File: src/rtl/loader_pkg.sv
// Shared types and helpers for the AXI-Stream to BRAM loader.
//   state_t   : loader FSM state encoding
//   sel_width : width of a target index for a given target count (min 1 bit)
package loader_pkg;

  typedef enum logic [1:0] {
    ST_IDLE  = 2'd0,
    ST_LOAD  = 2'd1,
    ST_DRAIN = 2'd2,
    ST_DONE  = 2'd3
  } state_t;

  localparam int DEF_NUM_TARGETS = 3;

  // SEL_W = max(1, clog2(n))
  function automatic int sel_width(input int n);
    return (n <= 2) ? 1 : $clog2(n);
  endfunction

  localparam int DEF_SEL_W = sel_width(DEF_NUM_TARGETS);

endpackage

File: src/rtl/target_decoder.sv
// One-hot write-enable decode for the BRAM targets.
//   en     : write strobe
//   sel    : target index
//   onehot : bit sel set when en, all-zero otherwise
module target_decoder #(
  parameter int NUM_TARGETS = 3,
  parameter int SEL_W       = 2
) (
  input  logic                   en,
  input  logic [SEL_W-1:0]       sel,
  output logic [NUM_TARGETS-1:0] onehot
);

  for (genvar i = 0; i < NUM_TARGETS; i++) begin : g_bit
    assign onehot[i] = en && (sel == SEL_W'(i));
  end

endmodule

File: src/rtl/axis_bram_loader.sv
// Loads one AXI-Stream packet into one of NUM_TARGETS BRAMs per start pulse.
// Ports:
//   S_AXIS_*      : stream slave (clock, async active-low reset, data/valid/last/ready)
//   start         : arms one load; target_sel/base_addr/max_words sampled with it
//   err_clr       : clears sticky ovf_err/sel_err (a same-cycle set wins)
//   bram_addr/din : shared registered write port, bram_we one-hot per target
//   busy/done     : load in progress / one-cycle completion pulse
//   word_count    : words written by the last packet
//   ovf_err       : packet exceeded max_words (excess beats drained)
//   sel_err       : start issued with an out-of-range target
module axis_bram_loader
  import loader_pkg::*;
#(
  parameter  int NUM_TARGETS = 3,
  parameter  int ADDR_WIDTH  = 11,
  parameter  int DATA_WIDTH  = 32,
  localparam int SEL_W       = sel_width(NUM_TARGETS)
) (
  input  logic                   S_AXIS_ACLK,
  input  logic                   S_AXIS_ARESETN,
  input  logic [DATA_WIDTH-1:0]  S_AXIS_TDATA,
  input  logic                   S_AXIS_TVALID,
  input  logic                   S_AXIS_TLAST,
  output logic                   S_AXIS_TREADY,
  input  logic                   start,
  input  logic [SEL_W-1:0]       target_sel,
  input  logic [ADDR_WIDTH-1:0]  base_addr,
  input  logic [ADDR_WIDTH:0]    max_words,
  input  logic                   err_clr,
  output logic [ADDR_WIDTH-1:0]  bram_addr,
  output logic [DATA_WIDTH-1:0]  bram_din,
  output logic [NUM_TARGETS-1:0] bram_we,
  output logic                   busy,
  output logic                   done,
  output logic [ADDR_WIDTH:0]    word_count,
  output logic                   ovf_err,
  output logic                   sel_err
);

  localparam logic [ADDR_WIDTH:0] CNT_ONE  = {{ADDR_WIDTH{1'b0}}, 1'b1};
  localparam logic [ADDR_WIDTH:0] CAP_FULL = {1'b1, {ADDR_WIDTH{1'b0}}};

  state_t                state, state_nxt;
  logic [SEL_W-1:0]      tgt;
  logic [ADDR_WIDTH-1:0] base;
  logic [ADDR_WIDTH:0]   cap, cnt, cnt_inc;
  logic                  beat, load_beat, drain_last, full, sel_ok, start_ok, start_bad;
  logic [NUM_TARGETS-1:0] we_dec;

  assign beat       = S_AXIS_TVALID && S_AXIS_TREADY;
  assign load_beat  = beat && (state == ST_LOAD);
  assign drain_last = beat && S_AXIS_TLAST && (state == ST_DRAIN);
  assign cnt_inc    = cnt + CNT_ONE;
  assign full       = (cnt_inc == cap);
  assign sel_ok     = int'(target_sel) < NUM_TARGETS;
  assign start_ok   = start && (state == ST_IDLE) && sel_ok;
  assign start_bad  = start && (state == ST_IDLE) && !sel_ok;

  // FSM: state register
  always_ff @(posedge S_AXIS_ACLK or negedge S_AXIS_ARESETN) begin
    if (!S_AXIS_ARESETN) state <= ST_IDLE;
    else                 state <= state_nxt;
  end

  // FSM: next state
  always_comb begin
    state_nxt = state;
    case (state)
      ST_IDLE:  if (start_ok) state_nxt = ST_LOAD;
      ST_LOAD:  if (beat) begin
                  if (S_AXIS_TLAST) state_nxt = ST_DONE;
                  else if (full)    state_nxt = ST_DRAIN;
                end
      ST_DRAIN: if (drain_last) state_nxt = ST_DONE;
      ST_DONE:  state_nxt = ST_IDLE;
      default:  state_nxt = ST_IDLE;
    endcase
  end

  // FSM: outputs. Decoded straight from state so reset clears them at once.
  always_comb begin
    S_AXIS_TREADY = (state == ST_LOAD) || (state == ST_DRAIN);
    busy          = (state != ST_IDLE);
    done          = (state == ST_DONE);
  end

  target_decoder #(
    .NUM_TARGETS(NUM_TARGETS),
    .SEL_W      (SEL_W)
  ) u_dec (
    .en    (load_beat),
    .sel   (tgt),
    .onehot(we_dec)
  );

  // Datapath: latched job, counter, registered write port, status
  always_ff @(posedge S_AXIS_ACLK or negedge S_AXIS_ARESETN) begin
    if (!S_AXIS_ARESETN) begin
      tgt        <= '0;
      base       <= '0;
      cap        <= '0;
      cnt        <= '0;
      bram_addr  <= '0;
      bram_din   <= '0;
      bram_we    <= '0;
      word_count <= '0;
      ovf_err    <= 1'b0;
      sel_err    <= 1'b0;
    end else begin
      bram_we <= we_dec;
      if (start_ok) begin
        tgt  <= target_sel;
        base <= base_addr;
        cap  <= (max_words == '0) ? CAP_FULL : max_words;
        cnt  <= '0;
      end
      if (load_beat) begin
        cnt       <= cnt_inc;
        // address wraps naturally at ADDR_WIDTH bits
        bram_addr <= base + cnt[ADDR_WIDTH-1:0];
        bram_din  <= S_AXIS_TDATA;
        if (S_AXIS_TLAST) word_count <= cnt_inc;
      end
      if (drain_last) word_count <= cnt;
      // set beats clear when both happen together
      if (load_beat && !S_AXIS_TLAST && full) ovf_err <= 1'b1;
      else if (err_clr)                       ovf_err <= 1'b0;
      if (start_bad)    sel_err <= 1'b1;
      else if (err_clr) sel_err <= 1'b0;
    end
  end

endmodule

File: config.mk
export PLATFORM = sky130hd
export DESIGN_NAME = axis_bram_loader
export DESIGN_NICKNAME = d
export VERILOG_FILES = /design/src/rtl/loader_pkg.sv /design/src/rtl/target_decoder.sv /design/src/rtl/axis_bram_loader.sv
export SDC_FILE = /design/constraint.sdc
export NUM_CORES = 1
export LEC_CHECK = 0
export BUFFER_PORTS_ARGS = -buffer_cell sky130_fd_sc_hd__buf_2
export CAP_MARGIN = 20
export CORE_UTILIZATION = 40
export CTS_BUF_LIST = sky130_fd_sc_hd__clkbuf_16
export CTS_CLUSTER_SIZE = 40
export DETAILED_ROUTE_END_ITERATION = 10
export GPL_ROUTABILITY_DRIVEN = 0
export GPL_TIMING_DRIVEN = 1
export SLEW_MARGIN = 20
export SYNTH_ARGS = -nofsm -noshare
export SYNTH_HDL_FRONTEND = slang
export SYNTH_SLANG_ARGS = --single-unit
File: constraint.sdc
create_clock -name S_AXIS_ACLK -period 3.3 [get_ports S_AXIS_ACLK]
set_clock_uncertainty 0.1 [all_clocks]
set_input_delay 0.165 -clock S_AXIS_ACLK [delete_from_list [all_inputs] [get_ports S_AXIS_ACLK]]
set_output_delay 0.165 -clock S_AXIS_ACLK [all_outputs]
set_load 0.03 [all_outputs]
Yosys cells after proc, flatten, opt, wreduce, memory -nomap -nowiden
Cells that the tools add are included.
Widths: inputs -> output; s select.
{"block": "word_totals", "register_bits": 99, "out_inout_bits": 63, "elab_cells": 65}
{"block": "classes", "n_addsub": 2, "order_cmp": 1, "eq_ne": 10, "muxes": 15, "reduce_logical": 26}
{"operator": "$mux 12", "n": 6}
{"operator": "$add 12x1->12 const B", "n": 1}
{"operator": "$eq 12x12->1", "n": 1}
{"operator": "$logic_and 1x1->1", "n": 12}
{"operator": "$logic_not 12->1", "n": 1}
{"operator": "$reduce_bool 2->1", "n": 6}
{"operator": "$add 11x11->11", "n": 1}
{"operator": "$mux 2", "n": 5}
{"operator": "$pmux 2 s4", "n": 1}
{"operator": "$eq 2x2->1 const B", "n": 3}
{"operator": "$ne 2x2->1 const B", "n": 3}
{"operator": "$eq 2x1->1 const B", "n": 2}
{"operator": "$logic_not 2->1", "n": 2}
{"operator": "$reduce_and 4->1", "n": 1}
{"operator": "$mux 1", "n": 3}
{"operator": "$ne 3x3->1 const B", "n": 1}
{"operator": "$logic_not 1->1", "n": 2}
{"operator": "$lt 2x2->1 const B", "n": 1}
{"operator": "$reduce_and 2->1", "n": 1}
{"operator": "$logic_or 1x1->1", "n": 1}

Depth between registers and ports, before layout
Gate-level depths: netlist (run 1).
{"block": "depth", "ltp_word": 7, "ltp_mapped": 10, "ltp_nobuf": 10}

By module
Synthesis (run 1) repeated with hierarchy kept, for this count alone.
{"block": "unflattened", "cells_unflattened": 545, "area_unflattened_um2": 5049.8}
{"mod": "axis_bram_loader", "n_inst": 1, "cells_each": 542, "area_each_um2": 5019.8, "seq_area_each_um2": 2477.4}
{"mod": "target_decoder", "n_inst": 1, "cells_each": 3, "area_each_um2": 30.0, "seq_area_each_um2": 0.0}

Worst setup path after synthesis (run 1)
Ideal clock, no wire load.
{"block": "synth_path", "path_kind": "flip-flop to flip-flop", "start": "register cnt[0]", "end": "register bram_addr[10]", "setup_time_ns": 0.095, "arrival_time_ns": 2.111, "required_time_ns": 3.105, "setup_slack_ns": 0.994, "path_stages_with_launch": 11, "n_path_buf": 0, "synth_period_minus_slack_ns": 2.306, "cell_sequence": "dfrtp_1 ha_1 inv_1 fa_1 nor2b_1 o21ai_0 a21boi_0 o21ai_0 a211o_1 and3_1 o31ai_1"}
{"block": "synth_between", "elab_chain_cells": 1}
{"element": "from (decl)", "line_no": "axis_bram_loader.sv:46", "source": "logic [ADDR_WIDTH:0] cap, cnt, cnt_inc;"}
{"element": "from (signal assigned)", "line_no": "axis_bram_loader.sv:118", "source": "cnt <= cnt_inc;"}
{"element": "$add 11x11->11", "line_no": "axis_bram_loader.sv:120", "source": "bram_addr <= base + cnt[ADDR_WIDTH-1:0];"}
{"element": "to (signal assigned)", "line_no": "axis_bram_loader.sv:120"}
{"element": "to (decl)", "line_no": "axis_bram_loader.sv:30", "source": "output logic [ADDR_WIDTH-1:0] bram_addr,"}
Every way passes these cells.
A chain may end at the register's enable or synchronous reset.

Final worst setup path (run 1)
Same ends and word-level chain as after synthesis.

==> impl_metrics.csv, run 1 <==
group,metric,value,unit
finish,final_util,54.8,%
clocking,clock-sinks,99,
logic_synthesis,synth-seq-cells,99,
clocking,cts_htree_levels,3,
timing,hold_slack,0.0663,ns
drt,wl_per_cell,13.9,µm
floorplanning,start_util,41.2,%
drt,ant_nets,0,
global_routing,grt_use_total,20.1,%
finish,layout-drive-gt1-share,25.0,%
worst_setup_path,critPathKind,"flop to flop",
power,vdd_drop_max,0.000446,V
timing,report.final.hold_viol_count,0,
drt,detail_route.vias_per_cell,4.98,
logic_synthesis,syn_nets,608,
logic_synthesis,async_flop_share,100,%
placement,placedInstanceArea,5710,µm²
worst_setup_path,critPathCaptureType,"flop",
finish,n_antenna_cell,0,
global_routing,grt_max_degree,56,
timing,rsz0062_at_grt,"no",
finish,syn2layout_area_growth,33.2,%
timing,slew_headroom,42.9,%
worst_setup_path,startpoint_type,"flop",
min_path,worst_hold_path.num_cells,3,
timing,fmax,372,MHz
floorplanning,die_h,113,µm
logic_synthesis,yosysSeqAreaShare,49.9,%
timing,fin_crit,2.69,ns
clocking,cts-root-buf,"clkbuf_16",
worst_setup_path,cp.required,3.46,ns
clocking,clock_latency,0.35,ns
timing,tns,0,ns
drt,route.detailed.drc,0,
power,power.density,812,nW/µm²
finish,layout_common_cells,"nand2_1 (149), buf_2 (124), dfrtp_1 (99)",
timing,final_max_slew_viol_count,0,
finish,design_area,6610,µm²
timing,setup_violations,0,
run,drv_cap,0,
global_routing,antenna_found_initial,0,
worst_setup_path,worstPathMaxFanout,9,
logic_synthesis,ys.warnings.count,0,
floorplanning,rows,40,
finish,final_common_cell,"nand2_1",
drt,totalWireLength,12.1,mm
finish,finalNonFillerCells,872,
logic_synthesis,syn_avg_cell_area,9.41,µm²
logic_synthesis,ys.flop_type,"dfrtp_1",
min_path,hp-class,"primary input to flop",
floorplanning,dieArea,12900,µm²
logic_synthesis,synth_top_area_share,49.9,%
placement,placed_cells,796,
timing,tightest_slew,0.852,ns
floorplanning,io_pins,126,
global_routing,grt_pass1_vias,4297,
global_routing,grt_pass1_wl,20.3,mm
clocking,clk_pin_slew,0.07,ns
floorplanning,coreArea,12100,µm²
logic_synthesis,synthTopCellsByArea,"dfrtp_1 (50%), nand2_1 (11%), mux2_2 (5.2%)",
floorplanning,die_w,113,µm
logic_synthesis,synth_area_leader_cell,"dfrtp_1",
drt,drt_iter0_drc,189,
finish,filler_cell_count,1075,
finish,fin_nets,779,
drt,first_pass_iters,4,
logic_synthesis,synthCells,528,
global_routing,grt_overflow,0,
placement,hpwl,8.40,mm
clocking,cts_resized,0,
logic_synthesis,syn_area,4970,µm²
worst_setup_path,critical_path_arrival,2.85,ns
logic_synthesis,synth.distinct_cells,55,
logic_synthesis,synth_edf_count,0,
placement,io_buffers,125,
outcome,status,"complete, no violations",
timing,fin_crit_sh,81.4,%
clocking,cts_buffers,9,
drt,route.vias.total,4346,
power,leakagePower,3.25,nW
clocking,cts_tree,"built",
clocking,clockBufferDepth,2,
worst_setup_path,r2r_cells,10,
where the power goes:
part           internal (mW)  switching (mW)
registers               1.66           0.303
clock network          0.591           0.464
logic                  0.879            1.47
total                   3.14            2.24
sequential cells by signal, summed over array words and instances, names as in the netlist:
signal / flops
bram_we: 3
tgt: 2
bram_addr: 11
bram_din: 32
sel_err: 1
word_count: 12
state: 2
base: 11
ovf_err: 1
cnt: 12
cap: 12
worst paths after layout:
kind | start | end | slack [ns]
setup / recovery | cnt[0] | bram_addr[10] | 0.61
hold / removal | start | sel_err | 0.07
setup reg to reg | cnt[0] | bram_addr[10] | 0.61
hold reg to reg | bram_din[2] | bram_din[2] | 0.37
max in group asynchronous | S_AXIS_ARESETN | state[1] | 2.14
min in group asynchronous | S_AXIS_ARESETN | bram_addr[4] | 0.27
final cells by class:
type | count | area (µm²) | area share [%]
repair buffers | 191 | 1290 | 19.5
inverters | 13 | 48.8 | 0.738
clock inverters | 7 | 75.1 | 1.14
clock buffers | 9 | 225 | 3.41
well taps | 168 | 210 | 3.18
flip-flops and latches | 99 | 2480 | 37.5
multi-input cells | 385 | 2290 | 34.6
synth_stat cells (all sizes together) (4+ instances only):
library cell  instances
a31oi                 5
buf                  11
nor4                  7
and3                  5
xor2                 15
mux2                 24
a21o                  4
a21oi                12
dfrtp                99
nand2               150
o31ai                 5
o21ai                42
nor2                 22
nand3                11
clkbuf               20
inv                  13
nand4                 5
nor3                  7
ha                   16
xnor2                12
nand2b                4
kinds of logic after synthesis:
kind of cell	share of synthesized area, %
simple gates	20.4
flops	49.9
compound gates	11.0
buf+inv	4.06
xor+xnor	4.76
mux	5.52
fa+ha+maj	4.43
layer usage:
layer	part of all wire [%]	vias up	GRT usage, %
met5	0	-	0
met4	2.4	0	8.16
met3	6.2	22	5.58
met2	47	136	34.2
met1	44	2047	24.2
li1	-	2141	-
timing repair:
item	in CTS	in global routing
buffers inserted	0	0
hold buffers	60	0
hold endpoints to repair	103	0
critical path, cell delays in order, from the launching register on:
cell,delay [ns]
dfrtp_1,0.50
ha_1,0.23
inv_1,0.06
fa_1,0.40
nor2b_1,0.11
o21ai_0,0.10
a21boi_0,0.25
o21ai_0,0.18
a211o_1,0.31
and3_1,0.18
o31ai_1,0.18
per-stage QoR:
| step | total power [mW] | setup WS (ns) |
|---|---|---|
| after floorplan | 3.63 | 0.994 |
| after global placement | 4.23 | 0.695 |
| after global routing | 5.78 | 0.336 |
| after CTS | 5.44 | 0.609 |
| after detailed placement | 4.29 | 0.646 |
| final | 5.37 | 0.613 |
No activity file was read; power rests on OpenSTA's default activity.
==> run 2: changes to the inputs <==
- clock period: 3.3 -> 2.55 ns (I/O delays scaled with it)
==> run 2 against run 1 <==
Against the previous run: worst setup slack lost 0.46 ns; sequential share of layout area shrank 0.44 points; hold slack worse by 0.047 ns; power rose by 32%; global-route usage is 0.66 points higher; register-to-register slack got worse by 0.46 ns; critical path depth decreased by 2; first-iteration DRC count fell by 14%; fmax grew 12%; final cell count increased by 0.92%; sequential power increased by 29%; critical path type unchanged; largest power group unchanged; highest routed layer unchanged.
==> impl_metrics.csv, run 2 (same netlist as run 1, synthesis figures left out) <==
group,metric,value,unit
clocking,clockBufferDepth,2,
timing,fmax,417,MHz
drt,ant_nets,0,
floorplanning,die_h,113,µm
clocking,clock_latency,0.36,ns
clocking,clk_pin_slew,0.08,ns
drt,first_pass_iters,4,
timing,final_max_slew_viol_count,0,
global_routing,grt_use_total,20.8,%
power,vdd_drop_max,0.000619,V
worst_setup_path,startpoint_type,"flop",
worst_setup_path,critPathKind,"flop to flop",
power,p_total,7.09,mW
timing,slew_headroom,61.7,%
floorplanning,io_pins,126,
clocking,cts-root-buf,"clkbuf_16",
clocking,cts_htree_levels,3,
clocking,clock-sinks,99,
worst_setup_path,max_stage_delay,0.39,ns
timing,tns,0,ns
worst_setup_path,worstPathMaxFanout,10,
finish,largest_reg_flops,32,
finish,layout-drive-gt1-share,26.3,%
floorplanning,start_util,41.2,%
timing,setup_violations,0,
timing,fin_crit_sh,94.1,%
global_routing,grt_overflow,0,
power,leakagePower,3.30,nW
clocking,cts_tree,"built",
finish,regMostFlops,"bram_din",
timing,tightest_slew,0.575,ns
worst_setup_path,critPathCaptureType,"flop",
worst_setup_path,cp_cell_sequence,"buf_4 -> buf_4 -> and4_4 -> a31o_1 -> a2bb2oi_1 -> a211oi_2 -> a21oi_1 -> mux2_4",
power,power.density,1060,nW/µm²
worst_setup_path,critPathTopFamily,"compound AO/OA/AOI/OAI gates",
finish,syn2layout_area_growth,34.9,%
drt,detail_route.vias_per_cell,4.90,
placement,io_buffers,125,
drt,wl_per_cell,14.1,µm
floorplanning,die_w,113,µm
run,drv_cap,0,
outcome,status,"complete, no violations",
global_routing,grt_max_degree,59,
drt,drt_iter0_drc,163,
worst_setup_path,cp.required,2.69,ns
finish,final_common_cell,"nand2_1",
placement,hpwl,8.62,mm
drt,route.vias.total,4316,
clocking,cts_buffers,9,
timing,report.final.hold_viol_count,0,
floorplanning,dieArea,12900,µm²
global_routing,antenna_found_initial,0,
timing,rsz0062_at_grt,"no",
worst_setup_path,path_common_cell,"buf_4",
global_routing,grt_pass1_wl,20.8,mm
worst_setup_path,cp_slowest_cell,"dfrtp_1",
floorplanning,rows,40,
floorplanning,coreArea,12100,µm²
drt,totalWireLength,12.5,mm
finish,filler_cell_count,1056,
finish,fin_nets,787,
finish,layout_common_cells,"nand2_1 (149), buf_2 (124), dfrtp_1 (97)",
worst_setup_path,critPathBufInv,2,
global_routing,grt_pass1_vias,4381,
worst_setup_path,critical_path_arrival,2.54,ns
finish,n_antenna_cell,0,
drt,route.detailed.drc,0,
timing,fin_crit,2.40,ns
min_path,hp-class,"primary input to flop",
## run 2: cell type report
class	count	area (µm²)	share of cell area (%)
Tap cell	168	210	3.14
Clock inverter	7	85.1	1.27
Timing Repair Buffer	199	1350	20.1
Sequential cell	99	2480	37.0
Multi-Input combinational cell	385	2300	34.4
Inverter	13	48.8	0.729
Clock buffer	9	225	3.36
## run 2: final timing paths
path | depth (start not counted) | startpoint | slack, ns | end
min reg2reg | 2 | bram_din[2] | 0.37 | bram_din[2]
min in group asynchronous | 2 | S_AXIS_ARESETN | 0.21 | bram_addr[5]
max | 8 | cnt[0] | 0.15 | state[1]
max in group asynchronous | 3 | S_AXIS_ARESETN | 1.44 | state[1]
min | 3 | start | 0.02 | sel_err
max reg2reg | 8 | cnt[0] | 0.15 | state[1]
## run 2: per-layer routing
layer | up-vias | share of wire, % | GRT usage [%]
met5 | - | 0 | 0
met4 | 0 | 2.1 | 8.07
met3 | 15 | 5.5 | 6.32
met2 | 128 | 48 | 34.5
met1 | 2022 | 45 | 25.5
li1 | 2151 | - | -
## run 2: tightest hold or removal path, delay by kind of cell
kind / cells / cell delay, ns
buffers and inverters: 1 / 0.11
AOI/OAI and AO/OA: 1 / 0.08
and+or+nand+nor: 1 / 0.11
## run 2: power breakdown
part,switching (mW),internal [mW]
clock network,0.638,0.778
logic,1.94,1.20
registers,0.382,2.15
## run 2: stage by stage
stage	util [%]	std cells	setup WS, ns	hold WS [ns]	instance area (µm²)
floorplan	-	528	0.244	-0.268	4970
global placement	47.8	803	0.107	0.0586	5760
detailed placement	47.8	803	0.0396	0.0613	5760
CTS	55.3	879	0.0156	0.0180	6680
global route	55.5	880	0.00311	0.0315	6700
finish	55.5	880	0.151	0.0189	6700
## run 2: repair_timing
action                                  CTS  global route
hold endpoints to repair                100             0
hold buffers                             60             0
buffers inserted                          0             1
endpoints found under the setup margin    0             3
resized for setup                         0             6
